File: config.mk
export PLATFORM = sky130hd
export DESIGN_NAME = cq_array_flat
export DESIGN_NICKNAME = d
export VERILOG_FILES = /design/src/rtl/cq_array_if.sv /design/src/rtl/cq_array.sv /design/src/flat_wrapper.sv
export SDC_FILE = /design/constraint.sdc
export NUM_CORES = 1
export LEC_CHECK = 0
export BUFFER_PORTS_ARGS = -buffer_cell sky130_fd_sc_hd__buf_2
export CORE_ASPECT_RATIO = 1.25
export CORE_UTILIZATION = 40
export CTS_CLUSTER_SIZE = 14
export DETAILED_ROUTE_END_ITERATION = 8
export GPL_TIMING_DRIVEN = 0
export PLACE_DENSITY_LB_ADDON = 0.15
export SLEW_MARGIN = 20
export SYNTH_ARGS = -nofsm -noshare
export SYNTH_HDL_FRONTEND = slang
export SYNTH_SLANG_ARGS = --single-unit
File: constraint.sdc
create_clock -name clock -period 15.66 [get_ports clock]
set_clock_uncertainty 0.15 [all_clocks]
set_input_delay 1.566 -clock clock [delete_from_list [all_inputs] [get_ports clock]]
set_output_delay 1.566 -clock clock [all_outputs]
set_load 0.02 [all_outputs]
File: src/rtl/cq_array_if.sv
// Bus bundle for cq_array: enqueue port, wakeup ports, dequeue port and occupancy.
//
// Handshake: a transfer happens on a rising clock edge where both valid and
// ready are 1. The ready side never looks at valid to form ready, and the
// valid side holds its payload stable while valid=1 and ready=0.
interface cq_array_if #(
    parameter int DATA_WIDTH  = 32,
    parameter int COND_WIDTH  = 2,
    parameter int INDEX_WIDTH = 4,
    parameter int DEPTH       = 8,
    parameter int NUM_WAKEUP  = 2
);
    logic                              enq_valid;
    logic                              enq_ready;
    logic [DATA_WIDTH-1:0]             enq_data;
    logic [COND_WIDTH-1:0]             enq_cond;
    logic [INDEX_WIDTH-1:0]            enq_index;
    logic [NUM_WAKEUP-1:0]             wk_valid;
    logic [NUM_WAKEUP*INDEX_WIDTH-1:0] wk_index;
    logic [NUM_WAKEUP*COND_WIDTH-1:0]  wk_mask;
    logic                              deq_valid;
    logic                              deq_ready;
    logic [DATA_WIDTH-1:0]             deq_data;
    logic [INDEX_WIDTH-1:0]            deq_index;
    logic [$clog2(DEPTH+1)-1:0]        count;

    modport master (
        output enq_valid, enq_data, enq_cond, enq_index,
        output wk_valid, wk_index, wk_mask,
        output deq_ready,
        input  enq_ready, deq_valid, deq_data, deq_index, count
    );

    modport slave (
        input  enq_valid, enq_data, enq_cond, enq_index,
        input  wk_valid, wk_index, wk_mask,
        input  deq_ready,
        output enq_ready, deq_valid, deq_data, deq_index, count
    );
endinterface

File: src/rtl/cq_array.sv
// DEPTH-deep condition queue. Entries wait until every condition bit has been
// set by tag-matched wakeups, then the oldest ready entry is offered on the
// dequeue port. Relative age is kept in an age matrix (older_q[i][j]=1 means
// entry i was enqueued before entry j).
module cq_array #(
    parameter int DATA_WIDTH  = 32,
    parameter int COND_WIDTH  = 2,
    parameter int INDEX_WIDTH = 4,
    parameter int DEPTH       = 8,
    parameter int NUM_WAKEUP  = 2
) (
    input  logic     clock,
    input  logic     reset,
    input  logic     flush,
    cq_array_if.slave bus
);
    localparam int CNT_W = $clog2(DEPTH+1);

    logic [DEPTH-1:0]       valid_q;
    logic [DATA_WIDTH-1:0]  data_q  [DEPTH];
    logic [INDEX_WIDTH-1:0] tag_q   [DEPTH];
    logic [COND_WIDTH-1:0]  cond_q  [DEPTH];
    logic [DEPTH-1:0]       older_q [DEPTH];

    logic [DEPTH-1:0]       ready_vec;
    logic [DEPTH-1:0]       blocked_vec;
    logic [DEPTH-1:0]       sel_vec;
    logic [DEPTH-1:0]       alloc_vec;
    logic                   alloc_found;
    logic [CNT_W-1:0]       count_w;
    logic [COND_WIDTH-1:0]  wk_hit [DEPTH];
    logic [COND_WIDTH-1:0]  enq_bypass;
    logic [DATA_WIDTH-1:0]  sel_data;
    logic [INDEX_WIDTH-1:0] sel_tag;
    logic                   enq_fire;
    logic                   deq_fire;

    // Ready entries and the single oldest one among them (one-hot select).
    always_comb begin
        ready_vec   = '0;
        blocked_vec = '0;
        sel_vec     = '0;
        for (int i = 0; i < DEPTH; i++) begin
            ready_vec[i] = valid_q[i] && (&cond_q[i]);
        end
        for (int i = 0; i < DEPTH; i++) begin
            for (int j = 0; j < DEPTH; j++) begin
                if (j != i && ready_vec[j] && older_q[j][i]) begin
                    blocked_vec[i] = 1'b1;
                end
            end
            sel_vec[i] = ready_vec[i] && !blocked_vec[i];
        end
    end

    // Lowest-numbered free slot, based on pre-edge validity only.
    always_comb begin
        alloc_vec   = '0;
        alloc_found = 1'b0;
        for (int i = 0; i < DEPTH; i++) begin
            if (!valid_q[i] && !alloc_found) begin
                alloc_vec[i] = 1'b1;
                alloc_found  = 1'b1;
            end
        end
    end

    // Occupancy is the population count of the valid bits.
    always_comb begin
        count_w = '0;
        for (int i = 0; i < DEPTH; i++) begin
            count_w = count_w + CNT_W'(valid_q[i]);
        end
    end

    // Wakeup masks per stored entry and the bypass mask for the incoming entry.
    always_comb begin
        enq_bypass = '0;
        for (int i = 0; i < DEPTH; i++) begin
            wk_hit[i] = '0;
        end
        for (int k = 0; k < NUM_WAKEUP; k++) begin
            if (bus.wk_valid[k]) begin
                for (int i = 0; i < DEPTH; i++) begin
                    if (bus.wk_index[k*INDEX_WIDTH +: INDEX_WIDTH] == tag_q[i]) begin
                        wk_hit[i] = wk_hit[i] | bus.wk_mask[k*COND_WIDTH +: COND_WIDTH];
                    end
                end
                if (bus.wk_index[k*INDEX_WIDTH +: INDEX_WIDTH] == bus.enq_index) begin
                    enq_bypass = enq_bypass | bus.wk_mask[k*COND_WIDTH +: COND_WIDTH];
                end
            end
        end
    end

    // Payload and tag of the selected entry (OR of one-hot masked fields).
    always_comb begin
        sel_data = '0;
        sel_tag  = '0;
        for (int i = 0; i < DEPTH; i++) begin
            if (sel_vec[i]) begin
                sel_data = sel_data | data_q[i];
                sel_tag  = sel_tag  | tag_q[i];
            end
        end
    end

    assign bus.enq_ready = (count_w < CNT_W'(DEPTH)) && !flush && !reset;
    assign bus.deq_valid = (|ready_vec) && !flush;
    assign bus.deq_data  = bus.deq_valid ? sel_data : '0;
    assign bus.deq_index = bus.deq_valid ? sel_tag  : '0;
    assign bus.count     = count_w;

    assign enq_fire = bus.enq_valid && bus.enq_ready;
    assign deq_fire = bus.deq_valid && bus.deq_ready;

    // Entry storage and age matrix: reset/flush clear, otherwise dequeue, enqueue, wakeup.
    always_ff @(posedge clock or posedge reset) begin
        if (reset) begin
            valid_q <= '0;
            for (int i = 0; i < DEPTH; i++) begin
                data_q[i]  <= '0;
                tag_q[i]   <= '0;
                cond_q[i]  <= '0;
                older_q[i] <= '0;
            end
        end else if (flush) begin
            valid_q <= '0;
            for (int i = 0; i < DEPTH; i++) begin
                data_q[i]  <= '0;
                tag_q[i]   <= '0;
                cond_q[i]  <= '0;
                older_q[i] <= '0;
            end
        end else begin
            for (int i = 0; i < DEPTH; i++) begin
                if (deq_fire && sel_vec[i]) begin
                    // Dequeued entry: wakeups landing on it this cycle are dropped.
                    valid_q[i]  <= 1'b0;
                    data_q[i]   <= '0;
                    tag_q[i]    <= '0;
                    cond_q[i]   <= '0;
                    older_q[i]  <= '0;
                end else if (enq_fire && alloc_vec[i]) begin
                    valid_q[i]  <= 1'b1;
                    data_q[i]   <= bus.enq_data;
                    tag_q[i]    <= bus.enq_index;
                    cond_q[i]   <= bus.enq_cond | enq_bypass;
                    older_q[i]  <= '0;
                end else if (valid_q[i]) begin
                    cond_q[i]   <= cond_q[i] | wk_hit[i];
                end
            end
            // Every other slot becomes older than the newly written one.
            for (int s = 0; s < DEPTH; s++) begin
                if (enq_fire && alloc_vec[s]) begin
                    for (int j = 0; j < DEPTH; j++) begin
                        if (j != s) begin
                            older_q[j][s] <= 1'b1;
                        end
                    end
                end
            end
        end
    end
endmodule

File: src/flat_wrapper.sv
// flat-port wrapper written by rule: the top's interface ports become plain ports
module cq_array_flat 
#(
    parameter int DATA_WIDTH  = 32,
    parameter int COND_WIDTH  = 2,
    parameter int INDEX_WIDTH = 4,
    parameter int DEPTH       = 8,
    parameter int NUM_WAKEUP  = 2
)
  (clock, reset, flush, bus_enq_valid, bus_enq_data, bus_enq_cond, bus_enq_index, bus_wk_valid, bus_wk_index, bus_wk_mask, bus_deq_ready, bus_enq_ready, bus_deq_valid, bus_deq_data, bus_deq_index, bus_count);
  cq_array_if #(.DATA_WIDTH(DATA_WIDTH), .COND_WIDTH(COND_WIDTH), .INDEX_WIDTH(INDEX_WIDTH), .DEPTH(DEPTH), .NUM_WAKEUP(NUM_WAKEUP)) bus_i ();
  input  logic clock;
  input  logic reset;
  input  logic flush;
  input wire logic [$bits(bus_i.enq_valid)-1:0] bus_enq_valid;
  input wire logic [$bits(bus_i.enq_data)-1:0] bus_enq_data;
  input wire logic [$bits(bus_i.enq_cond)-1:0] bus_enq_cond;
  input wire logic [$bits(bus_i.enq_index)-1:0] bus_enq_index;
  input wire logic [$bits(bus_i.wk_valid)-1:0] bus_wk_valid;
  input wire logic [$bits(bus_i.wk_index)-1:0] bus_wk_index;
  input wire logic [$bits(bus_i.wk_mask)-1:0] bus_wk_mask;
  input wire logic [$bits(bus_i.deq_ready)-1:0] bus_deq_ready;
  output wire logic [$bits(bus_i.enq_ready)-1:0] bus_enq_ready;
  output wire logic [$bits(bus_i.deq_valid)-1:0] bus_deq_valid;
  output wire logic [$bits(bus_i.deq_data)-1:0] bus_deq_data;
  output wire logic [$bits(bus_i.deq_index)-1:0] bus_deq_index;
  output wire logic [$bits(bus_i.count)-1:0] bus_count;
  assign bus_i.enq_valid = bus_enq_valid;
  assign bus_i.enq_data = bus_enq_data;
  assign bus_i.enq_cond = bus_enq_cond;
  assign bus_i.enq_index = bus_enq_index;
  assign bus_i.wk_valid = bus_wk_valid;
  assign bus_i.wk_index = bus_wk_index;
  assign bus_i.wk_mask = bus_wk_mask;
  assign bus_i.deq_ready = bus_deq_ready;
  assign bus_enq_ready = bus_i.enq_ready;
  assign bus_deq_valid = bus_i.deq_valid;
  assign bus_deq_data = bus_i.deq_data;
  assign bus_deq_index = bus_i.deq_index;
  assign bus_count = bus_i.count;
  cq_array #(.DATA_WIDTH(DATA_WIDTH), .COND_WIDTH(COND_WIDTH), .INDEX_WIDTH(INDEX_WIDTH), .DEPTH(DEPTH), .NUM_WAKEUP(NUM_WAKEUP)) u_core (.clock(clock), .reset(reset), .flush(flush), .bus(bus_i));
endmodule
==> flow_summary.json <==
{
  "relSlewSlack": 0.239,
  "clk_path_buf_depth": 3,
  "syn_avg_cell_area_um2": 8.99,
  "dp_slack_ns": 10.21,
  "cts_made_buffers": 40,
  "postCtsSetupRepairBufs": 0,
  "cts_tree": "done",
  "multi_input_area_um2": 8030,
  "path_delay_family": "buffers and inverters",
  "synth-main-ff-cell": "dfrtp_1",
  "n_fill_cell": 4430,
  "cts_num_sinks": 368,
  "reg2reg_slack_ns": 10.67,
  "clkTransAtPathRegs_ns": 0.06,
  "power_mw": 2.07,
  "utilization": 0.461,
  "worstRegToRegCells": 14,
  "whs_path_depth": 1,
  "path_buf_inv": 4,
  "clockRootBuffer": "clkbuf_16",
  "hold_start": "u_core.older_q[16]",
  "arrival_ns": 3.94,
  "grt_overflow": 0,
  "crit_type": "reg2out",
  "clk_latency_ns": 0.55,
  "final_cell_area_um2": 20900,
  "seqCellArea_um2": 9210,
  "syn-num-nets": 2116,
  "place_inst": 2686,
  "chipHeight_um": 242,
  "tightest_slew_ns": 1.14,
  "async_flop_share": 1.00,
  "cts-htree-levels": 2,
  "avgViaCountPerCell": 6.08,
  "setup_ws_ns": 10.00,
  "crit_required_ns": 13.94,
  "antenna_found_initial": 3,
  "dpl-instance-area_um2": 19500,
  "syn_inst": 2050,
  "numPortBuffers": 54,
  "vias": 16800,
  "gp_congestion": 0.936,
  "crit_path_end_kind": "output pin",
  "ys_seq_area_frac": 0.499,
  "core_um2": 45300,
  "ys_ff_latch": 368,
  "drt_iter0_markers": 1840,
  "hpwl_mm": 49.6,
  "hold_buffers": 0,
  "fin_crit_sh": 0.361,
  "rows": 87,
  "fmax_ghz": 0.177,
  "cpPeakStageDelay_ns": 0.81,
  "setup_viol": 0,
  "finalNetCount": 2216,
  "synth-edff-count": 0,
  "power_density_nw_per_um2": 99.2,
  "synth_cell_types": 56,
  "slew_viol_final": 0,
  "synth.cell_area_um2": 18400,
  "die_x_um": 194,
  "final_cells": 2762,
  "drc": 0,
  "cp_max_fo": 10,
  "maxCapViolations": 0,
  "cts_resized": 0,
  "status": "finished, final reports clean",
  "totalWireLength_mm": 73.1,
  "grt_first_pass_wirelength_mm": 109,
  "leakagePower_nw": 9.43,
  "drtPass1Iterations": 9,
  "routedWlPerCell_um": 26.5,
  "die_area_um2": 47000,
  "finalCriticalPeriod_ns": 5.66,
  "tns_ns": 0,
  "grt_pass1_vias": 16500,
  "yosysWarnings": 0,
  "min-delay-path-class": "reg2reg",
  "peakVddDrop_mv": 0.0701,
  "start_kind": "flop",
  "grt_setup_unrepaired": "false",
  "cp_common_cell": "buf_2",
  "worstPathCellList": "and3_1 -> buf_4 -> and4b_1 -> buf_2 -> clkbuf_1 -> a22oi_1 -> a41oi_1 -> buf_2",
  "crit_path_top_delay_cell": "clkbuf_1",
  "initial_core_util": 0.407,
  "hold_viol": 0,
  "whs_ns": 0.330,
  "io_pins": 99,
  "r2r-end": "u_core.tag_q[6]",
  "track_usage": 0.312,
  "ant_nets": 0,
  "grt_max_degree": 99,
  "hold_end": "u_core.older_q[16]",
  "reg2reg_from": "u_core.valid_q[1]",
  "area_growth_pct": 13.3,
  "final_layout_size_suffix_gt1_frac": 0.136
}
## how the worst max path moves through the flow
stage / start / to / slack, ns / cells past startpoint
2_1_floorplan: reset / u_core.cond_q[0] / 3.73 / 1
3_3_place_gp: reset / u_core.data_q[232] / -0.62 / 2
3_5_place_dp: flush / bus_deq_data[28] / 10.21 / 7
4_1_cts: u_core.valid_q[5] / bus_deq_data[25] / 10.15 / 8
5_1_grt: u_core.valid_q[5] / bus_deq_data[22] / 9.98 / 8
6_report: u_core.valid_q[5] / bus_deq_data[25] / 10.00 / 8
## state kept, by name (all words and copies together) (netlist names)
register / cells
u_core.tag_q: 32
u_core.cond_q: 16
u_core.older_q: 56
u_core.data_q: 256
u_core.valid_q: 8
## layout by cell type, fill, tap and decap left out, types with 21 or more instances in the layout
cell type and count:
a22o_1 21, nand2_1 632, buf_1 31, a31oi_1 21, clkbuf_1 106, a22oi_1 120, o21ai_2 76, dfrtp_1 368
a21oi_1 42, nor2_1 34, xor2_1 29, nand4_1 27, o21ai_0 103, nand3_1 129, xnor2_1 35, buf_4 28
clkbuf_16 41, buf_2 94
## cell usage after synthesis (29+ instances only)
cell type | count | area share
nand2_1 | 632 | 0.13
dfrtp_1 | 368 | 0.50
nand3_1 | 129 | 0.035
a22oi_1 | 120 | 0.049
o21ai_0 | 103 | 0.028
clkbuf_1 | 93 | 0.019
o21ai_2 | 76 | 0.036
a21oi_1 | 42 | 0.011
buf_2 | 40 | 0.011
xnor2_1 | 35 | 0.017
nor2_1 | 34 | 0.0069
buf_1 | 31 | 0.0063
xor2_1 | 29 | 0.014
## report_power, final
group	internal, mW	switching, mW
clock	0.583	0.404
sequential	0.959	0.00635
combinational	0.0304	0.0906
## layer usage
metal / global-route usage / part of all wire
met1: 0.410 / 0.39
met2: 0.508 / 0.48
met3: 0.0458 / 0.085
met4: 0.146 / 0.047
met5: 0 / 0.00018
## logic make-up (layout without fill, tap and decap cells)
| family | Yosys count | after routing | share of synthesized area |
|---|---|---|---|
| AOI/OAI and AO/OA | 489 | 489 | 0.191 |
| adders and majority gates | 9 | 9 | 0.00774 |
| DFF | 368 | 368 | 0.499 |
| muxes | 2 | 2 | 0.00109 |
| buffers and inverters | 229 | 360 | 0.0648 |
| xor gates and xnor gates | 64 | 64 | 0.0304 |
| other | 0 | 3 | 0 |
| and+or+nand+nor | 889 | 889 | 0.205 |
## layout make-up
class | instances | area share
well taps | 578 | 0.0346
repair buffers | 58 | 0.0182
plain buffers | 210 | 0.0538
diodes | 3 | 0.000359
flip-flops and latches | 368 | 0.441
clock inverters | 12 | 0.00802
multi-input cells | 1453 | 0.384
inverters | 19 | 0.00377
clock buffers | 61 | 0.0560
No activity file was read; power rests on OpenSTA's default activity.
